### src/rtl/mem_arbiter.sv
// mem_arbiter: shares one single-port word RAM between an instruction cache and a data cache.
// Define MEM_ARB_ROUND_ROBIN_EN for round-robin on contention; by default the data port wins.
module mem_arbiter #(
    parameter int DATA_WIDTH  = 32,
    parameter int ADDR_WIDTH  = 20,
    parameter int BURST_WIDTH = 3
) (
    input  logic                  clk,
    input  logic                  rst_n,
    input  logic                  inst_mem_valid_in,
    input  logic [ADDR_WIDTH-1:0] inst_mem_addr,
    output logic                  inst_mem_valid_out,
    output logic                  inst_mem_last,
    output logic [DATA_WIDTH-1:0] inst_mem_data,
    input  logic                  data_mem_valid_in,
    input  logic                  data_mem_rw,
    input  logic [ADDR_WIDTH-1:0] data_mem_addr,
    input  logic [DATA_WIDTH-1:0] data_mem_write,
    output logic                  data_mem_valid_out,
    output logic                  data_mem_last,
    output logic [DATA_WIDTH-1:0] data_mem_read,
    output logic                  ram_en,
    output logic                  ram_we,
    output logic [ADDR_WIDTH-1:0] ram_addr,
    output logic [DATA_WIDTH-1:0] ram_wdata,
    input  logic [DATA_WIDTH-1:0] ram_rdata
);

    typedef enum logic [2:0] {
        IDLE,
        INST_BURST,
        DATA_BURST,
        DATA_WRITE,
        DRAIN
    } state_t;

    localparam logic [BURST_WIDTH-1:0] CNT_LAST    = '1;
    localparam logic [ADDR_WIDTH-1:0]  OFFSET_MASK = ADDR_WIDTH'((1 << BURST_WIDTH) - 1);

    state_t                  state;
    state_t                  state_next;
    logic [BURST_WIDTH-1:0]  cnt;
    logic [BURST_WIDTH-1:0]  cnt_next;
    logic [ADDR_WIDTH-1:0]   base;
    logic [ADDR_WIDTH-1:0]   base_next;
    logic                    rd_valid;
    logic                    rd_valid_next;
    logic                    rd_last;
    logic                    rd_last_next;
    logic                    rd_to_data;
    logic                    rd_to_data_next;
    logic                    grant_inst;
    logic                    grant_data;

`ifdef MEM_ARB_ROUND_ROBIN_EN
    logic                    favour_data;
`endif

    // Grants are only issued from IDLE; anything arriving mid-transfer simply waits.
    always_comb begin
        grant_inst = 1'b0;
        grant_data = 1'b0;
        if (state == IDLE) begin
`ifdef MEM_ARB_ROUND_ROBIN_EN
            if (inst_mem_valid_in && (!data_mem_valid_in || !favour_data))
`else
            if (inst_mem_valid_in && !data_mem_valid_in)
`endif
                grant_inst = 1'b1;
            else if (data_mem_valid_in)
                grant_data = 1'b1;
        end
    end

    always_comb begin
        state_next      = state;
        cnt_next        = cnt;
        base_next       = base;
        rd_valid_next   = 1'b0;
        rd_last_next    = 1'b0;
        rd_to_data_next = rd_to_data;
        ram_en          = 1'b0;
        ram_we          = 1'b0;
        ram_addr        = base + ADDR_WIDTH'(cnt);
        ram_wdata       = data_mem_write;

        unique case (state)
            IDLE: begin
                cnt_next = '0;
                if (grant_inst) begin
                    state_next = INST_BURST;
                    base_next  = inst_mem_addr & ~OFFSET_MASK;
                end else if (grant_data) begin
                    if (data_mem_rw) begin
                        state_next = DATA_WRITE;
                    end else begin
                        state_next = DATA_BURST;
                        base_next  = data_mem_addr & ~OFFSET_MASK;
                    end
                end
            end
            // RAM returns each word a cycle later, so the port strobes are registered copies.
            INST_BURST, DATA_BURST: begin
                ram_en          = 1'b1;
                rd_valid_next   = 1'b1;
                rd_last_next    = (cnt == CNT_LAST);
                rd_to_data_next = (state == DATA_BURST);
                cnt_next        = cnt + BURST_WIDTH'(1);
                if (cnt == CNT_LAST)
                    state_next = DRAIN;
            end
            DATA_WRITE: begin
                ram_en     = 1'b1;
                ram_we     = 1'b1;
                ram_addr   = data_mem_addr;
                state_next = IDLE;
            end
            DRAIN: begin
                state_next = IDLE;
            end
            default: begin
                state_next = IDLE;
            end
        endcase
    end

    always_ff @(posedge clk or negedge rst_n) begin
        if (!rst_n) begin
            state      <= IDLE;
            cnt        <= '0;
            base       <= '0;
            rd_valid   <= 1'b0;
            rd_last    <= 1'b0;
            rd_to_data <= 1'b0;
        end else begin
            state      <= state_next;
            cnt        <= cnt_next;
            base       <= base_next;
            rd_valid   <= rd_valid_next;
            rd_last    <= rd_last_next;
            rd_to_data <= rd_to_data_next;
        end
    end

`ifdef MEM_ARB_ROUND_ROBIN_EN
    // Pointer names the port that should win the next tie; starts on the instruction port.
    always_ff @(posedge clk or negedge rst_n) begin
        if (!rst_n)
            favour_data <= 1'b0;
        else if (grant_inst)
            favour_data <= 1'b1;
        else if (grant_data)
            favour_data <= 1'b0;
    end
`endif

    assign inst_mem_valid_out = rd_valid && !rd_to_data;
    assign inst_mem_last      = rd_last && !rd_to_data;
    assign inst_mem_data      = ram_rdata;
    assign data_mem_valid_out = (rd_valid && rd_to_data) || (state == DATA_WRITE);
    assign data_mem_last      = (rd_last && rd_to_data) || (state == DATA_WRITE);
    assign data_mem_read      = ram_rdata;

endmodule

### config.mk
export PLATFORM = sky130hd
export DESIGN_NAME = mem_arbiter
export DESIGN_NICKNAME = d
export VERILOG_FILES = /design/src/rtl/mem_arbiter.sv
export SDC_FILE = /design/constraint.sdc
export NUM_CORES = 1
export LEC_CHECK = 0
export ABC_AREA = 1
export BUFFER_PORTS_ARGS = -buffer_cell sky130_fd_sc_hd__buf_4
export CAP_MARGIN = 20
export CORE_AREA = 2 2 89 91
export DETAILED_ROUTE_END_ITERATION = 6
export DIE_AREA = 0 0 91 93
export GPL_TIMING_DRIVEN = 0
export PLACE_DENSITY = 0.75
export SLEW_MARGIN = 5
export SYNTH_ARGS = -nofsm -noshare
export SYNTH_HDL_FRONTEND = slang
export SYNTH_SLANG_ARGS = --single-unit
### constraint.sdc
create_clock -name clk -period 1.7 [get_ports clk]
set_clock_uncertainty 0.15 [all_clocks]
set_input_delay 0.255 -clock clk [delete_from_list [all_inputs] [get_ports clk]]
set_output_delay 0.255 -clock clk [all_outputs]
set_load 0.01 [all_outputs]
# Word level (Yosys, flattened, before mapping)
# Index checks and enable logic that the tools add are counted.
[classes]
n_mux = 19
eq_ne = 7
add_sub_neg = 2
reduce_logical = 16
[ops]
columns = ["cell", "n"]
rows = [
  ["20-bit two-way mux", 4],
  ["20-bit by 3-bit adder with 20-bit output", 1],
  ["3-bit case mux with 2 select lines", 2],
  ["1-bit two-way mux", 10],
  ["3-bit two-way mux", 3],
  ["3-bit by 2-bit == test with 1-bit output (second input constant)", 2],
  ["1-bit logical AND", 5],
  ["2-bit nonzero test", 2],
  ["3-bit by 1-bit adder with 3-bit output (second input constant)", 1],
  ["3-bit by 1-bit == test with 1-bit output (second input constant)", 1],
  ["3-bit == test (second input constant)", 1],
  ["3-bit logical NOT", 1],
  ["3-bit inequality test (second input constant)", 1],
  ["3-bit AND reduction", 1],
  ["3-bit OR reduction", 1],
  ["1-bit logical NOT", 2],
  ["1-bit logical OR", 2],
  ["2-bit by 1-bit inequality test with 1-bit output (second input constant)", 1],
  ["2-bit inequality test (second input constant)", 1],
  ["2-bit AND reduction", 1],
  ["2-bit OR reduction", 1],
]
[word_totals]
regBits = 29
elab_cells = 50

# Logic depth before layout (Yosys ltp)
[depth]
ltp_word = 7
mapped_depth = 7

# Worst setup path after synthesis
# No wires, ideal clock.
[synth_path]
path_kind = "register to output"
startpoint = "reg state[1]"
endpoint = "out ram_addr[1]"
path_stages_with_launch = 7
t_required_ps = 1295
arrival_ps = 1127
slack_ps = 168
n_path_buf = 1
path_cell_list = "dfrtp_1 -> nand2_1 -> inv_2 -> nand2_1 -> buf_4 -> inv_2 -> o21ai_0"
[synth_between]
elab_chain_cells = 2
[synth_rtl]
columns = ["item", "line", "text"]
rows = [
  ["from (decl)", "40", "state_t state;"],
  ["from (signal assigned)", "136", "state <= state_next;"],
  ["3-bit by 2-bit == test with 1-bit output", "87", "unique case (state)"],
  ["20-bit two-way mux", "87", ""],
  ["to (decl)", "24", "output logic [ADDR_WIDTH-1:0] ram_addr,"],
]
# Every way passes these cells.

# Worst setup path in the final report
[layout_path]
startpoint = "reg state[0]"
endpoint = "out ram_addr[2]"
# The elaborated chain is that of the path after synthesis.

==> flow_summary.yaml <==
status:
  status: "complete, but fails checks"
  violations: "setup timing"
critical_path:
  critical-path-slowest-cell: "dfrtp_2"
  critPathLaunchType: "flip-flop"
  max_stage_delay_ns: 0.42
  r2r.worst_path.cells: 8
  crit_chain: "nand2_2 -> inv_2 -> nand2_4 -> buf_12 -> buf_8 -> inv_8 -> o21ai_2 -> buf_4"
  crit_family: "buffers and inverters"
  cp_max_fo: 8
  cp.arrival_ns: 1.46
  worstSetupEndpointType: "output pin"
  cp_num_buf_inv: 5
  r2r-end: "base[12]"
  crit_required_ns: 1.29
  worstReg2RegStart: "state[0]"
  critical_path_class: "reg2out"
  r2r_setup_slack_ns: 0.10
die:
  die_area_mm2: 0.00846
  die_h_um: 93
  initial_utilization: 0.320
  die_x_um: 91
  ioPinCount: 231
  coreArea_mm2: 0.00753
  row_count: 32
final_layout:
  final_util: 0.564
  drive_above_1_share: 0.648
  syn_to_final_growth_pct: 76.1
  nets: 637
  final_cell_mix: "266 x buf_4, 61 x nand2_1, 43 x inv_1"
  diodes: 0
  fin_cells: 627
  final_common_cell: "buf_4"
logic_synthesis:
  synth-seq-cells: 26
  yosys_warnings: 0
  synth_area_leader_cell: "buf_4"
  synth_area_leaders: "buf_4 31%, dfrtp_1 27%, nand2_1 12%"
  syn-cell-area_mm2: 0.00241
  synth_top_area_frac: 0.305
  synthCells: 341
  synth.distinct_cells: 23
  ys_seq_area_frac: 0.270
  syn_area_per_cell_um2: 7.07
  synth_nets: 452
clock_network:
  cts_root_buffer: "clkbuf_8"
  cts_sinks: 26
  clockBufferDepth: 2
  cts_tree: "done"
  htreeDepth: 1
  cts_buffers: 3
  worst_skew_pair.late_latency_ns: 0.27
  path_clk_slew_ns: 0.10
min_path:
  holdCritStartpoint: "data_mem_valid_in"
  holdPathStages: 3
  holdPathEnd: "state[1]"
  hp-class: "in2reg"
placed_design:
  place.gp.congestion: 0.802
  post-place-ws_ns: -0.0846
  place_hpwl_um: 6200
  numPortBuffers: 163
  dpl.cell_count: 606
sta:
  hold_viol_final: 0
  fin_crit_ns: 1.86
  rsz0062_at_grt: "yes"
  setup_violations: 24
  relSlewSlack: 0.761
  setup_slack_ns: -0.161
  worst_pin_slew_ns: 0.358
  period_share: 1.09
  fmax_mhz: 537
  maxSlewViolCount: 0
global_routing:
  grt_pass1_wl_um: 12200
  grt_max_degree: 27
  grt_overflow: 0
  grtUsageTotal: 0.175
  grt_pass1_vias: 2557
  antenna_found_initial: 0
routing:
  route.detailed.drc: 0
  drtIter0Drc: 124
  vias: 2747
  finalWirelength_um: 8200
  drt-wirelength-per-cell_um: 13.1
  viasPerCell: 4.38
  ant_nets: 0
  drtPass1Iterations: 5
flow_run:
  drv_cap: 0
power_and_ir_drop:
  power_density_mw_per_mm2: 1210
  ir_drop_uv: 731
  p_leak_nw: 2.46
==> cells in the mapped netlist <==
cell type	instances
ha_1	2
nand3_2	1
o21ai_2	1
buf_6	4
nor2_4	2
o211ai_1	1
inv_4	1
nand2_2	1
inv_1	43
inv_2	4
nand4_1	19
nand2_1	80
o21ai_0	8
buf_4	98
nor2_2	1
clkbuf_2	1
dfrtp_1	26
nand3_1	19
nor2_8	1
clkbuf_1	2
nor2_1	5
buf_2	3
o21ai_1	18
==> per-stage QoR <==
step	total power, mW	hold WS (ns)	TNS (ns)	area, um^2
after global placement	3.73	0.0356	-0.299	3760
after detailed placement	3.79	0.0426	-0.672	3760
after global routing	5.48	0.146	-4.66	4250
final	5.13	0.128	-2.94	4250
after CTS	4.79	0.110	-2.75	4090
after floorplan	2.63	-0.191	0	2410
==> flip-flops by register name, indices dropped and copies added, names as in the netlist <==
signal / count
base: 17
cnt: 3
rd_last: 1
rd_to_data: 1
rd_valid: 1
state: 3
==> layout make-up <==
type,instances,area [um^2]
multi-input combinational,159,922
fill,695,3280
clock inverter,1,30.0
inverter,48,190
clock buffer,3,41.3
timing repair buffer,180,1420
sequential,26,653
tap,102,128
buffer,108,860
==> logic make-up (layout without fill, tap and decap cells) <==
logic type / after synthesis / in the layout / share of synthesized area
buffers and inverters: 156 / 340 / 0.411
and+or+nand+nor: 129 / 129 / 0.248
adders and majority gates: 2 / 2 / 0.0104
AOI/OAI and AO/OA: 28 / 28 / 0.0607
DFF: 26 / 26 / 0.270
==> how the worst max path moves through the flow <==
stage | start | to | slack [ns] | cells after the start
floorplan | state[1] | ram_addr[1] | 0.17 | 6
detailed placement | state[1] | ram_addr[6] | -0.08 | 8
finish | state[0] | ram_addr[2] | -0.16 | 8
global route | state[0] | ram_addr[0] | -0.23 | 9
CTS | state[1] | data_mem_valid_out | -0.14 | 7
global placement | state[1] | ram_addr[6] | -0.06 | 8
==> where the power goes <==
group / internal, mW / switching, mW
Sequential: 0.902 / 0.202
Combinational: 1.81 / 1.70
Clock: 0.315 / 0.208
==> what timing repair did <==
| action | CTS | global route |
|---|---|---|
| pin swaps | 3 | 3 |
| buffers inserted | 9 | 5 |
| resized for setup | 42 | 39 |
| endpoints found under the setup margin | 23 | 36 |
| hold buffers | 1 | 0 |
| gates cloned | 2 | 0 |
| hold endpoints to repair | 26 | 0 |
==> worst reg2reg max path, delay by kind of cell (launching register included) <==
| family | cells | cell delay, ns |
|---|---|---|
| flops | 1 | 0.42 |
| buf+inv | 3 | 0.38 |
| simple gates | 5 | 0.55 |
==> per-layer routing <==
| metal | global-route usage | share of wire |
|---|---|---|
| met2 | 0.332 | 0.56 |
| met1 | 0.209 | 0.37 |
| met5 | 0 | 0 |
| met3 | 0.0258 | 0.075 |
| met4 | 0.0354 | 0.0023 |
Power figures use the tool's default switching activity.
